<file path="src/rtl/bit_serializer.sv">
// bit_serializer: parallel-to-serial converter with a one-word holding register for gapless streaming
//
// Ports:
//   CLK        in   rising-edge clock
//   Reset      in   synchronous active-high reset
//   data_in    in   WIDTH-bit parallel word
//   data_valid in   data_in holds a valid word
//   data_ready out  a word can be accepted this cycle (registered, = ~hold_full)
//   x_out      out  serial bit stream, IDLE_LEVEL when no bit is presented
//   bit_valid  out  x_out carries a data bit this cycle
//   word_done  out  x_out carries the last bit of a word this cycle
module bit_serializer #(
    parameter int unsigned WIDTH      = 8,
    parameter bit          MSB_FIRST  = 1'b1,
    parameter logic        IDLE_LEVEL = 1'b0
) (
    input  logic             CLK,
    input  logic             Reset,
    input  logic [WIDTH-1:0] data_in,
    input  logic             data_valid,
    output logic             data_ready,
    output logic             x_out,
    output logic             bit_valid,
    output logic             word_done
);
    localparam int unsigned    CW   = $clog2(WIDTH);
    localparam logic [CW-1:0]  LAST = CW'(WIDTH - 1);

    typedef enum logic {IDLE, SHIFT} state_e;

    state_e           state_q, state_d;
    logic [CW-1:0]    cnt_q, cnt_d;
    logic [WIDTH-1:0] hold_q, hold_d;
    logic             hold_full_q, hold_full_d;
    logic [WIDTH-1:0] shreg_q, shreg_d;
    logic             x_q, x_d;
    logic             bv_q, bv_d;
    logic             wd_q, wd_d;
    logic             accept, last, load, cur;

    // Outputs are computed from next state so they line up with the bit the
    // shifter holds after the edge.
    always_comb begin
        accept      = data_valid & ~hold_full_q;
        last        = (state_q == SHIFT) && (cnt_q == LAST);
        load        = hold_full_q && ((state_q == IDLE) || last);
        state_d     = load ? SHIFT : (last ? IDLE : state_q);
        cnt_d       = (load || last) ? '0 : ((state_q == SHIFT) ? cnt_q + 1'b1 : cnt_q);
        shreg_d     = load ? hold_q
                    : (state_q == SHIFT) ? (MSB_FIRST ? shreg_q << 1 : shreg_q >> 1)
                    : shreg_q;
        hold_d      = accept ? data_in : hold_q;
        hold_full_d = accept | (hold_full_q & ~load);
        cur         = MSB_FIRST ? shreg_d[WIDTH-1] : shreg_d[0];
        x_d         = (state_d == SHIFT) ? cur : IDLE_LEVEL;
        bv_d        = (state_d == SHIFT);
        wd_d        = (state_d == SHIFT) && (cnt_d == LAST);
    end

    always_ff @(posedge CLK) begin
        if (Reset) begin
            state_q     <= IDLE;
            cnt_q       <= '0;
            hold_q      <= '0;
            hold_full_q <= 1'b0;
            shreg_q     <= '0;
            x_q         <= IDLE_LEVEL;
            bv_q        <= 1'b0;
            wd_q        <= 1'b0;
        end else begin
            state_q     <= state_d;
            cnt_q       <= cnt_d;
            hold_q      <= hold_d;
            hold_full_q <= hold_full_d;
            shreg_q     <= shreg_d;
            x_q         <= x_d;
            bv_q        <= bv_d;
            wd_q        <= wd_d;
        end
    end

    assign data_ready = ~hold_full_q;
    assign x_out      = x_q;
    assign bit_valid  = bv_q;
    assign word_done  = wd_q;
endmodule

</file>
<file path="config.mk">
export PLATFORM = sky130hd
export DESIGN_NAME = bit_serializer
export DESIGN_NICKNAME = d
export VERILOG_FILES = /design/src/rtl/bit_serializer.sv
export SDC_FILE = /design/constraint.sdc
export NUM_CORES = 1
export LEC_CHECK = 0
export BUFFER_PORTS_ARGS = -buffer_cell sky130_fd_sc_hd__buf_2
export CORE_UTILIZATION = 51
export CTS_BUF_LIST = sky130_fd_sc_hd__clkbuf_4
export DETAILED_ROUTE_END_ITERATION = 10
export PLACE_DENSITY = 0.76
export SKIP_LAST_GASP = 1
export SYNTH_ARGS = -nofsm -noshare
export SYNTH_HDL_FRONTEND = slang
export SYNTH_SLANG_ARGS = --single-unit
</file>
<file path="constraint.sdc">
create_clock -name CLK -period 1.25 [get_ports CLK]
set_input_delay 0.25 -clock CLK [delete_from_list [all_inputs] [get_ports CLK]]
set_output_delay 0.25 -clock CLK [all_outputs]
set_load 0.01 [all_outputs]
</file>
==> results by group <==
CTS
  – Latest clock arrival within the worst-skew pair: 320 ps
  – Inserted Clock Buffers: 3
  – Clk slew on worst S/H paths: 130 ps
  – CTS Hold Bufs: 0
  – Clock Path Buffers: 2
  – Clk sinks: 23
  – Setup bufs post-CTS: 0
  – Root Buffer: clkbuf_4
  – H-tree levels: 1
  – CTS tree: done

Place
  – Post-DP HPWL: 1.33 mm
  – IO buf count: 14
  – Placer Congestion: 0.758
  – Dpl cells: 139

Setup path
  – Worst Reg-to-Reg Cells: 5
  – CP delay by family, top: flip-flops
  – Cell depth of the worst setup path: 5
  – CP max stage cell: dfxtp_2
  – Critical-path cell list: ha_4 > ha_4 > and2b_4 > o31ai_4 > nor3_2
  – WP data required: 1460 ps
  – Slowest Stage Delay on Critical Path: 370 ps
  – Critical Path Sink Type: register
  – Crit path DAT: 1480 ps
  – CP dominant cell by count: ha_4
  – CP Launch Type: register
  – Crit path max fanout: 6
  – Worst path buffer plus inverter count: 0
  – Kind of critical path: register to register

Drt
  – Vias per std cell: 5.45
  – Detailed Routing Iterations Pass 1: 4
  – Vias: 779
  – Total wire length: 1.91 mm
  – Routed WL per cell: 13.4 microns
  – DRC: 0
  – Antenna-violating nets left: 0
  – Initial drt markers: 22

Cells and area
  – Syn-to-layout area delta: 20.5%
  – N_diodes: 0
  – Layout Utilization: 0.655
  – Final cell count without fillers: 143
  – Fin nets: 132
  – Fraction of layout cells with a size suffix above 1: 0.339

Logic synthesis
  – Synthesized area per cell: 9.29 sq um
  – Largest cells by area after synthesis: dfxtp_1, o221a_1, nand2_1, a21oi_1, nor2_1
  – Synthesized flop and latch total: 23
  – Top cells by count, synth: dfxtp_1, nand2_1, nor2_1, a21oi_1
  – Ys async rst share: 0
  – Post-synthesis sequential area ratio: 0.491
  – Post-Syn Area: 938 sq um
  – Top-count cell post-synth: dfxtp_1
  – Post-synthesis net count: 114
  – Area leader, netlist: dfxtp_1
  – Area share of the largest cell type after synthesis: 0.491
  – Cell variety after synth: 26
  – Gate count after technology mapping: 101
  – YS warnings: 0
  – EDFF count, synth: 0
  – Post-synth top flop: dfxtp_1

Global routing
  – Vias in the first global route: 696
  – Met1 Use GR: 0.286
  – Gr busiest metal: met2
  – GRT Residual Overflow: 0
  – Met2 Use GR: 0.335
  – First-pass GRT wire length: 3.03 mm
  – Largest net degree at the start of global routing: 22
  – Antenna violations before repair: 0
  – GR Util met3: 0.0360
  – All-Layer GR Usage: 0.212

Run status
  – Failing checks: negative setup slack
  – Status: finished with violations

STA
  – Final Slew Violations: 0
  – Final number of setup-violating endpoints: 3
  – Least-Margin Pin Slew: 435 ps
  – Max frequency: 785 MHz
  – Slew HR: 0.709
  – Setup WS post-layout: -24.5 ps
  – Total Neg Setup Slack: -32.5 ps
  – Min Clock Period, post-route: 1270 ps
  – RSZ-0062 raised after global routing: yes
  – Clk_skew: 8.30 ps
  – Fin crit share: 1.02
  – Hold Slack: 146 ps
  – Final Hold Fails: 0

Power and ir drop
  – Peak supply drop: 733 uV
  – Leakage power: 0.000452 uW
  – PwrDens: 1240 mW/mm^2

Worst hold path
  – Hold Path Stages: 3
  – Hold WC Path Type: input pin to register

Floorplan
  – Site row count: 15
  – Die Ht: 44.9 microns
  – Starting density of the core: 0.543
  – CORE AREA: 0.00173 sq mm
  – I/O pin cnt: 15
  – Die area: 0.00202 sq mm
  – Chip Width: 44.9 microns

Flow run
  – Max_cap viols: 0
## logic make-up after synthesis
family	count (synthesis)	share of synthesized area
compound gates	22	0.189
fa+ha+maj	2	0.0267
buf+inv	8	0.0507
mux	1	0.0107
simple gates	45	0.232
flops	23	0.491
## report_power, final
group | leakage (uW) | switching, uW | internal (uW)
clock network | 0.0000177 | 232 | 120
logic | 0.000243 | 121 | 108
registers | 0.000191 | 38.8 | 783
## metal layers
layer | part of all wire | vias up
li1 | - | 387
met1 | 0.45 | 368
met2 | 0.49 | 20
met3 | 0.050 | 4
met4 | 0.0094 | 0
met5 | 0 | -
## worst register-to-register path: stages (launching register included)
cell and delay, ps:
dfxtp_2 370, ha_4 140, ha_4 130, and2b_4 210
o31ai_4 260, nor3_2 60
## final timing paths
kind	to	from	slack, ps
setup reg to reg	shreg_q[7]$_SDFF_PP0_	cnt_q[1]$_SDFF_PP0_	-20
setup / recovery	shreg_q[7]$_SDFF_PP0_	cnt_q[1]$_SDFF_PP0_	-20
hold reg to reg	hold_q[2]$_SDFFE_PP0P_	hold_q[2]$_SDFFE_PP0P_	470
hold / removal	hold_q[6]$_SDFFE_PP0P_	data_in[6]	150
## area by class of cell
cell class | count | area, sq um
well taps | 25 | 31.3
flip-flops and latches | 23 | 470
clock buffers | 3 | 22.5
inverters | 2 | 7.51
fillers | 163 | 596
repair buffers | 19 | 108
clock inverters | 1 | 5.00
multi-input cells | 70 | 487
## through the flow
step | instance area [sq um] | worst slack, ps | total power [uW]
2_1_floorplan | 985 | -1.80 | 998
3_3_place_gp | 1080 | -0.390 | 1050
3_5_place_dp | 1080 | -40.8 | 1060
4_1_cts | 1120 | -4.93 | 1400
5_1_grt | 1130 | -71.8 | 1460
6_report | 1130 | -24.5 | 1400
## registers in the layout, indices dropped and copies added, names as in the netlist
signal / count
hold_full_q: 1
cnt_q: 3
shreg_q: 8
bit_valid: 1
hold_q: 8
word_done: 1
x_out: 1
## layout by cell type (no fill, tap or decap)
master,instances
or3_1,1
dfxtp_4,2
mux2i_1,1
nor2_1,11
a21bo_4,1
nand2_1,16
nand4b_1,1
a32oi_1,1
nor2_2,1
clkinv_2,1
a21oi_1,10
nand2b_1,1
a21o_1,1
buf_4,5
clkbuf_4,3
ha_4,2
inv_1,1
nor2b_2,1
nand4_1,1
nor3_2,2
o221a_1,6
dfxtp_2,2
nor3_1,6
dfxtp_1,19
and2b_4,1
buf_2,14
nand2b_4,1
a22oi_1,2
nand2_4,1
nor2_4,1
inv_2,1
o31ai_4,1
## timing repair
item / 4_1_cts / 5_1_grt
gates cloned: 0 / 0
setup endpoints to repair: 12 / 22
pin swaps: 7 / 6
endpoints found under the hold margin: 0 / 0
gates resized for setup: 4 / 4
(Power assumes the default switching activity.)
